$ cat src/rtl/gat_pkg.sv
// gat_pkg: shared FSM states and constants for the GAT feature readback engine
package gat_pkg;
  typedef enum logic [1:0] {RB_IDLE, RB_WAIT_RDY, RB_STREAM, RB_FLUSH} rb_state_e;
  localparam int RD_LATENCY_DEF = 2;
  localparam int STREAM_W = 32;
endpackage

$ cat src/rtl/gat_rb_fifo.sv
// gat_rb_fifo: small synchronous FIFO with occupancy count, absorbs BRAM read latency
// ports: clk, rst_n (async active-low), push/din write side, pop/dout read side (dout = head),
//        count = current occupancy; push at full is legal only together with pop
module gat_rb_fifo #(
  parameter int DEPTH = 3,
  parameter int WIDTH = 32,
  parameter int CW = $clog2(DEPTH + 1)
) (
  input  logic             clk,
  input  logic             rst_n,
  input  logic             push,
  input  logic [WIDTH-1:0] din,
  input  logic             pop,
  output logic [WIDTH-1:0] dout,
  output logic [CW-1:0]    count
);
  localparam int PW = DEPTH > 1 ? $clog2(DEPTH) : 1;
  localparam logic [PW-1:0] LAST_P = PW'(DEPTH - 1);
  logic [DEPTH-1:0][WIDTH-1:0] mem_q, mem_d;
  logic [PW-1:0] wr_q, wr_d, rd_q, rd_d;
  logic [CW-1:0] cnt_q, cnt_d;
  always_comb begin
    mem_d = mem_q;
    if (push) mem_d[wr_q] = din;
    wr_d = push ? (wr_q == LAST_P ? '0 : wr_q + 1'b1) : wr_q;
    rd_d = pop ? (rd_q == LAST_P ? '0 : rd_q + 1'b1) : rd_q;
    cnt_d = cnt_q + CW'(push) - CW'(pop);
  end
  always_ff @(posedge clk or negedge rst_n)
    if (!rst_n) begin
      mem_q <= '0;
      wr_q <= '0;
      rd_q <= '0;
      cnt_q <= '0;
    end else begin
      mem_q <= mem_d;
      wr_q <= wr_d;
      rd_q <= rd_d;
      cnt_q <= cnt_d;
    end
  assign dout = mem_q[rd_q];
  assign count = cnt_q;
endmodule

$ cat src/rtl/gat_feat_readback.sv
// gat_feat_readback: drains the GAT new-feature BRAM into a 32-bit valid/ready stream
// ports: clk, rst_n (async active-low), start, gat_ready, feat_bram_addrb (byte address),
//        feat_bram_dout (data RD_LATENCY cycles after address), m_tdata/m_tvalid/m_tready/m_tlast,
//        busy (start accepted until done), done (one-cycle pulse after the last beat)
// GAT_FEAT_RB_ROW_LAST_EN: when defined, m_tlast closes every node row instead of only the drain
module gat_feat_readback
  import gat_pkg::*;
#(
  parameter int NUM_SUBGRAPHS = 2708,
  parameter int NUM_FEATURE_OUT = 16,
  parameter int NEW_FEATURE_DEPTH = NUM_SUBGRAPHS * NUM_FEATURE_OUT,
  parameter int NEW_FEATURE_ADDR_W = $clog2(NEW_FEATURE_DEPTH),
  parameter int FEAT_WIDTH = 31,
  parameter int RD_LATENCY = RD_LATENCY_DEF
) (
  input  logic                          clk,
  input  logic                          rst_n,
  input  logic                          start,
  input  logic                          gat_ready,
  output logic [NEW_FEATURE_ADDR_W+1:0] feat_bram_addrb,
  input  logic [FEAT_WIDTH-1:0]         feat_bram_dout,
  output logic [STREAM_W-1:0]           m_tdata,
  output logic                          m_tvalid,
  input  logic                          m_tready,
  output logic                          m_tlast,
  output logic                          busy,
  output logic                          done
);
  localparam int FIFO_D = RD_LATENCY + 1;
  localparam int FCW = $clog2(FIFO_D + 1);
  localparam int CW = NEW_FEATURE_ADDR_W + 1;
  localparam logic [CW-1:0] DEPTH_C = CW'(NEW_FEATURE_DEPTH);
  localparam logic [CW-1:0] LAST_C = CW'(NEW_FEATURE_DEPTH - 1);
  localparam logic [NEW_FEATURE_ADDR_W-1:0] ADDR_LAST = NEW_FEATURE_ADDR_W'(NEW_FEATURE_DEPTH - 1);
  rb_state_e state_q, state_d;
  logic [CW-1:0] issued_q, issued_d, beat_q, beat_d;
  logic [NEW_FEATURE_ADDR_W-1:0] addr_q, addr_d;
  logic [RD_LATENCY-1:0] vld_q, vld_d;
  logic done_q, done_d, busy_q, busy_d;
  logic pop, issue, accept, last_beat;
  logic [FCW-1:0] fifo_cnt;
  always_comb begin
    pop = m_tvalid && m_tready;
    accept = state_q == RB_IDLE && start;
    last_beat = beat_q == LAST_C;
    issue = state_q == RB_STREAM && issued_q < DEPTH_C &&
            ($countones(vld_q) + int'(fifo_cnt) - int'(pop) < FIFO_D);
    case (state_q)
      RB_IDLE:     state_d = start ? RB_WAIT_RDY : RB_IDLE;
      RB_WAIT_RDY: state_d = gat_ready ? RB_STREAM : RB_WAIT_RDY;
      RB_STREAM:   state_d = issue && issued_q == LAST_C ? RB_FLUSH : RB_STREAM;
      default:     state_d = pop && last_beat ? RB_IDLE : RB_FLUSH;
    endcase
    issued_d = accept ? '0 : issued_q + CW'(issue);
    addr_d = accept ? '0 : (issue && addr_q != ADDR_LAST) ? addr_q + 1'b1 : addr_q;
    beat_d = accept ? '0 : beat_q + CW'(pop);
    vld_d = RD_LATENCY'({vld_q, issue});
    done_d = state_q == RB_FLUSH && pop && last_beat;
    busy_d = state_d != RB_IDLE;
  end
  always_ff @(posedge clk or negedge rst_n)
    if (!rst_n) begin
      state_q <= RB_IDLE;
      issued_q <= '0;
      beat_q <= '0;
      addr_q <= '0;
      vld_q <= '0;
      done_q <= 1'b0;
      busy_q <= 1'b0;
    end else begin
      state_q <= state_d;
      issued_q <= issued_d;
      beat_q <= beat_d;
      addr_q <= addr_d;
      vld_q <= vld_d;
      done_q <= done_d;
      busy_q <= busy_d;
    end
  gat_rb_fifo #(.DEPTH(FIFO_D), .WIDTH(STREAM_W)) u_fifo (
    .clk   (clk),
    .rst_n (rst_n),
    .push  (vld_q[RD_LATENCY-1]),
    .din   (STREAM_W'(feat_bram_dout)),
    .pop   (pop),
    .dout  (m_tdata),
    .count (fifo_cnt)
  );
  assign feat_bram_addrb = {addr_q, 2'b00};
  assign m_tvalid = fifo_cnt != '0;
`ifdef GAT_FEAT_RB_ROW_LAST_EN
  assign m_tlast = m_tvalid && (beat_q % CW'(NUM_FEATURE_OUT) == CW'(NUM_FEATURE_OUT - 1));
`else
  assign m_tlast = m_tvalid && last_beat;
`endif
  assign busy = busy_q;
  assign done = done_q;
endmodule

$ cat config.mk
export PLATFORM = sky130hd
export DESIGN_NAME = gat_feat_readback
export DESIGN_NICKNAME = d
export VERILOG_FILES = /design/src/rtl/gat_pkg.sv /design/src/rtl/gat_rb_fifo.sv /design/src/rtl/gat_feat_readback.sv
export SDC_FILE = /design/constraint.sdc
export NUM_CORES = 1
export LEC_CHECK = 0
export BUFFER_PORTS_ARGS = -buffer_cell sky130_fd_sc_hd__buf_2
export CORE_ASPECT_RATIO = 2
export CORE_UTILIZATION = 49
export DETAILED_ROUTE_END_ITERATION = 8
export PLACE_DENSITY_LB_ADDON = 0.2
export SLEW_MARGIN = 20
export SYNTH_ARGS = -nofsm -noshare
export SYNTH_HDL_FRONTEND = slang
export SYNTH_SLANG_ARGS = --single-unit
$ cat constraint.sdc
create_clock -name clk -period 12.3 [get_ports clk]
set_input_delay 1.23 -clock clk [delete_from_list [all_inputs] [get_ports clk]]
set_output_delay 1.23 -clock clk [all_outputs]
set_load 0.1 [all_outputs]
Word level (Yosys, flattened, before mapping). Cells that the tools add are included.

Add/sub/neg operators: 10. Magnitude comparators: 5. Eq/ne operators: 8. Muxes and demuxes: 16. Reductions and logical operators: 15.

Operators by type and width (number): $bwmux 96 (1); $bmux 32 s2 (1); $demux 32 s2 (1); $mux 32 (2); $add 17x1->17 (2); $eq 17x16->1 const B (2); $mux 17 (2); $mux 16 (2); $lt 17x16->1 const B (1); $add 16x1->16 const B (1); $ne 16x16->1 const B (1); $logic_and 1x1->1 (11); $eq 2x2->1 const B (4); $mux 2 (4); $lt 2x3->1 const B (2); $pmux 2 s3 (1); $reduce_bool 2->1 (3); $add 2x1->2 const B (2); $lt 4x3->1 const B (1); $sub 3x1->4 (1); $add 2x2->3 (1); $add 1x1->2 (1); $add 2x1->2 (1); $eq 2x1->1 const B (1); other kinds (4) (5).

Bits in registers: 158. Input port bits: 36. Logic and storage cells: 67.

Longest topological paths before layout.
Depth in word-level cells: 9. Depth in mapped cells: 16. Mapped depth without buffers: 16.

Cells and area by module. From an unflattened synthesis, not the netlist that was laid out.

Cell total of the unflattened synthesis: 604. Area total of the unflattened synthesis: 7445.9 um^2.

By module, submodules not included: gat_rb_fifo (instances 1, cells each 301, area each 4506.8 um^2); gat_feat_readback (instances 1, cells each 303, area each 2939.1 um^2).

Worst setup path after synthesis. Ideal clock, no wire load.

Path type: register -> output. Start: register u_fifo.rd_q[0]. End: output port m_tdata[10]. Arrival time: 3333 ps. Data required time: 11070 ps. Path slack: 7737 ps. Stages on the path, launching flop included: 5. Buffers on the path: 2. Path through: dfrtp_1 clkbuf_1 buf_1 mux2i_1 o21ai_0.

Word-level cells in the longest chain between the ends: 2.

RTL lines: start, declared (RTL line gat_rb_fifo.sv:20) `logic [PW-1:0] wr_q, wr_d, rd_q, rd_d;`; start signal, assigned (RTL line gat_rb_fifo.sv:38) `rd_q <= rd_d;`; $bmux 32 s2 (RTL line gat_rb_fifo.sv:41) `assign dout = mem_q[rd_q];`; $mux 32 (not written as such) (RTL line gat_rb_fifo.sv:41); end, declared (RTL line gat_feat_readback.sv:22) `output logic [STREAM_W-1:0] m_tdata,`.

Every way passes these cells. The select of a mux whose other input is x is not followed.

Final worst setup path.
Start: input port m_tready. End: register issued_q[16].

Word-level cells in the longest chain between the ends: 6.

RTL lines: start, declared (RTL line gat_feat_readback.sv:24) `input logic m_tready,`; $logic_and 1x1->1 (RTL line gat_feat_readback.sv:43) `pop = m_tvalid && m_tready;`; via pop (RTL line gat_feat_readback.sv:40) `logic pop, issue, accept, last_beat;`; $sub 3x1->4 (RTL line gat_feat_readback.sv:47) `($countones(vld_q) + int'(fifo_cnt) - int'(pop) < FIFO_D);`; $lt 4x3->1 (RTL line gat_feat_readback.sv:47); $logic_and 1x1->1 (RTL line gat_feat_readback.sv:46) `issue = state_q == RB_STREAM && issued_q < DEPTH_C &&`; via issue (RTL line gat_feat_readback.sv:40); $add 17x1->17 (RTL line gat_feat_readback.sv:54) `issued_d = accept ? '0 : issued_q + CW'(issue);`; $mux 17 (RTL line gat_feat_readback.sv:54); via issued_d[16] (RTL line gat_feat_readback.sv:36) `logic [CW-1:0] issued_q, issued_d, beat_q, beat_d;`; end signal, assigned (RTL line gat_feat_readback.sv:72) `issued_q <= issued_d;`; end, declared (RTL line gat_feat_readback.sv:36).

The timed path passes the listed nets, and every way through them passes these cells. A chain may end at the register's enable or synchronous reset.

==> flow_summary_export.csv <==
group,metric,value,unit
status,outcome,"finished clean",
route,wl_per_cell,16.7,um
floorplanning,dieHeight,174,um
global_routing,grt_pass1_wl,25500,um
yosys,yosysTopAreaCell,"dfrtp_1",
timing,period_needed,4.35,ns
setup_path,worstPathMaxFanout,5,
timing,relSlewSlack,45.5,%
clock_tree,cts_buffer_depth,2,
clock_tree,root_buffer,"clkbuf_16",
finish,regArea,0.00388,sq mm
finish,area_growth,16.2,%
clock_tree,numCtsBuffers,17,
route,vias,5091,
yosys,postSynthAreaPerCell,11.6,sq um
clock_tree,clk-insertion-delay-late,0.42,ns
clock_tree,cts.sinks,155,
setup_path,worst_setup_path_start_kind,"input pin",
yosys,yosysSeqAreaShare,53.4,%
clock_tree,post_cts_buffers,0,
yosys,synth_most_common_cell,"dfrtp_1",
finish,layout.nets,757,
yosys,syn_inst,628,
clock_tree,path_clk_slew,0.06,ns
yosys,postSynth.asyncResetShare,100,%
finish,multiInputGateArea,0.00320,sq mm
hold_path,min_path_type,"reg2reg",
route,drt-initial-drc-count,271,
yosys,ys_warn_count,0,
yosys,syn_area,0.00726,sq mm
yosys,synth_top_cell_area_share,53.4,%
global_routing,grt.overflow.total,0,
yosys,synthTopCellsByCount,"dfrtp_1 (155), mux2_2 (93), nand2_1 (58)",
timing,setup_tns,0,ns
global_routing,grt_max_degree,92,
floorplanning,dieArea,0.0153,sq mm
timing,worstMarginPinSlew,0.817,ns
yosys,synth_enable_flop_cells,0,
yosys,ys_top_cells_by_area,"dfrtp_1 (53%), mux2_2 (14%), mux2i_1 (4.5%)",
floorplanning,num_io_pins,90,
global_routing,antenna_found_initial,1,
floorplanning,core,0.0144,sq mm
setup_path,cp-end-kind,"flip-flop",
route,via_per_inst,5.56,
floorplanning,rows,62,
placement,port_buffers,86,
route,ant_nets,0,
yosys,ys_types,47,
timing,period_share,35.3,%
clock_tree,htreeDepth,4,
placement,dpl-instance-area,0.00786,sq mm
timing,fin_worst_skew,0.0114,ns
finish,finalInstanceArea,0.00844,sq mm
route,firstDrtPassIters,4,
finish,fillerInstances,1233,
timing,drv_slew,0,
setup_path,worstPathArrival,4.63,ns
setup_path,critPathRequiredTime,12.59,ns
global_routing,grt_usage,21.5,%
floorplanning,die_w,88.1,um
clock_tree,cts_tree,"done",
clock_tree,hold_buffers,0,
placement,gp_congestion,0.802,
floorplanning,start_util,50.3,%
timing,whs,0.407,ns
placement,place_hpwl,10300,um
yosys,ys.flop_type,"dfrtp_1",
timing,max_freq,230,MHz
setup_path,crit_type,"in2reg",
timing,rsz0062_at_grt,"false",
route,routed_wl,15300,um
run,drv_cap,0,
timing,final_hold_viol_count,0,
route,drc,0,
yosys,synth-seq-cells,155,
global_routing,grt_pass1_vias,5456,
timing,finalSetupViolations,0,
finish,drive_gt1_share,32.4,%
clock_tree,post_cts_resized,0,
## placed cells by master (no fill, tap or decap), types with 4 or more instances in the layout
cell type	count
a21oi_1	9
mux2i_1	33
and2_1	6
buf_2	85
clkinvlp_4	4
dfrtp_1	154
nor2_1	37
clkbuf_16	17
buf_4	8
nand4_1	14
inv_6	5
xnor2_1	10
mux2_2	93
o21ai_1	6
xor2_1	20
and4_1	6
a21oi_2	7
nand2_1	58
ha_1	9
inv_1	10
or3_1	11
and3_1	9
nand3_1	20
nor3_1	9
o31ai_1	4
o21ai_0	38
## critical path, cell delays in order
cell	delay, ns
buf_2	0.10
nand2_1	0.11
inv_1	0.11
ha_1	0.31
fa_1	0.40
fa_1	0.39
xor2_1	0.15
o21ai_1	0.22
and3_1	0.24
ha_1	0.25
ha_1	0.28
nand4_1	0.13
or2_2	0.31
nor3_1	0.20
xnor2_1	0.16
nor2_1	0.05
## state kept, by name, indices dropped and copies added (netlist names)
register and flops:
u_fifo.count 2, state_q 2, u_fifo.wr_q 2, u_fifo.rd_q 2, u_fifo.mem_q 93, busy 1
beat_q 17, addr_q 16, done 1, issued_q 17, vld_q 2
## path summary, 6_finish.rpt
check / startpoint / to / slack (ns) / cells past startpoint
max in group asynchronous: rst_n / beat_q[10] / 10.08 / 2
min in group asynchronous: rst_n / u_fifo.mem_q[38] / 0.88 / 1
setup / recovery: m_tready / issued_q[16] / 7.95 / 16
setup reg to reg: u_fifo.count[1] / issued_q[16] / 8.03 / 16
hold / removal: vld_q[0] / vld_q[1] / 0.41 / 0
hold reg to reg: vld_q[0] / vld_q[1] / 0.41 / 0
## kinds of logic after synthesis
logic type / share of synthesized area (%)
other: 0.0516
AND/OR/NAND/NOR: 13.3
buffers and inverters: 2.69
adder cells (fa/ha/maj): 2.10
AO/OA/AOI/OAI: 5.88
multiplexers: 19.0
flip-flops: 53.4
XOR/XNOR: 3.62
## per-layer routing
layer / GRT usage (%) / up-vias / wire [um]
li1: - / 2382 / -
met1: 23.8 / 2570 / 5990
met2: 38.8 / 103 / 8350
met3: 3.70 / 36 / 416
met4: 9.81 / 0 / 490
met5: 0 / - / 0
## cell type report
| cell class | count | share of cell area [%] |
|---|---|---|
| Antenna cell | 1 | 0.0297 |
| Clock buffer | 17 | 5.04 |
| Clock inverter | 14 | 1.79 |
| Inverter | 10 | 0.445 |
| Multi-Input combinational cell | 432 | 38.0 |
| Sequential cell | 155 | 46.0 |
| Tap cell | 192 | 2.85 |
| Timing Repair Buffer | 94 | 5.89 |
## metrics by stage
stage | std cells | utilization (%) | setup WS [ns]
6_report | 915 | 58.5 | 7.95
3_3_place_gp | 883 | 54.5 | 7.61
3_5_place_dp | 883 | 54.5 | 7.51
4_1_cts | 914 | 58.5 | 7.95
5_1_grt | 915 | 58.5 | 7.69
2_1_floorplan | 630 | - | 7.74
Power is left out: the tool's default activity adds up to more than one toggle a clock period on the data nets, which glitch-free logic cannot reach.
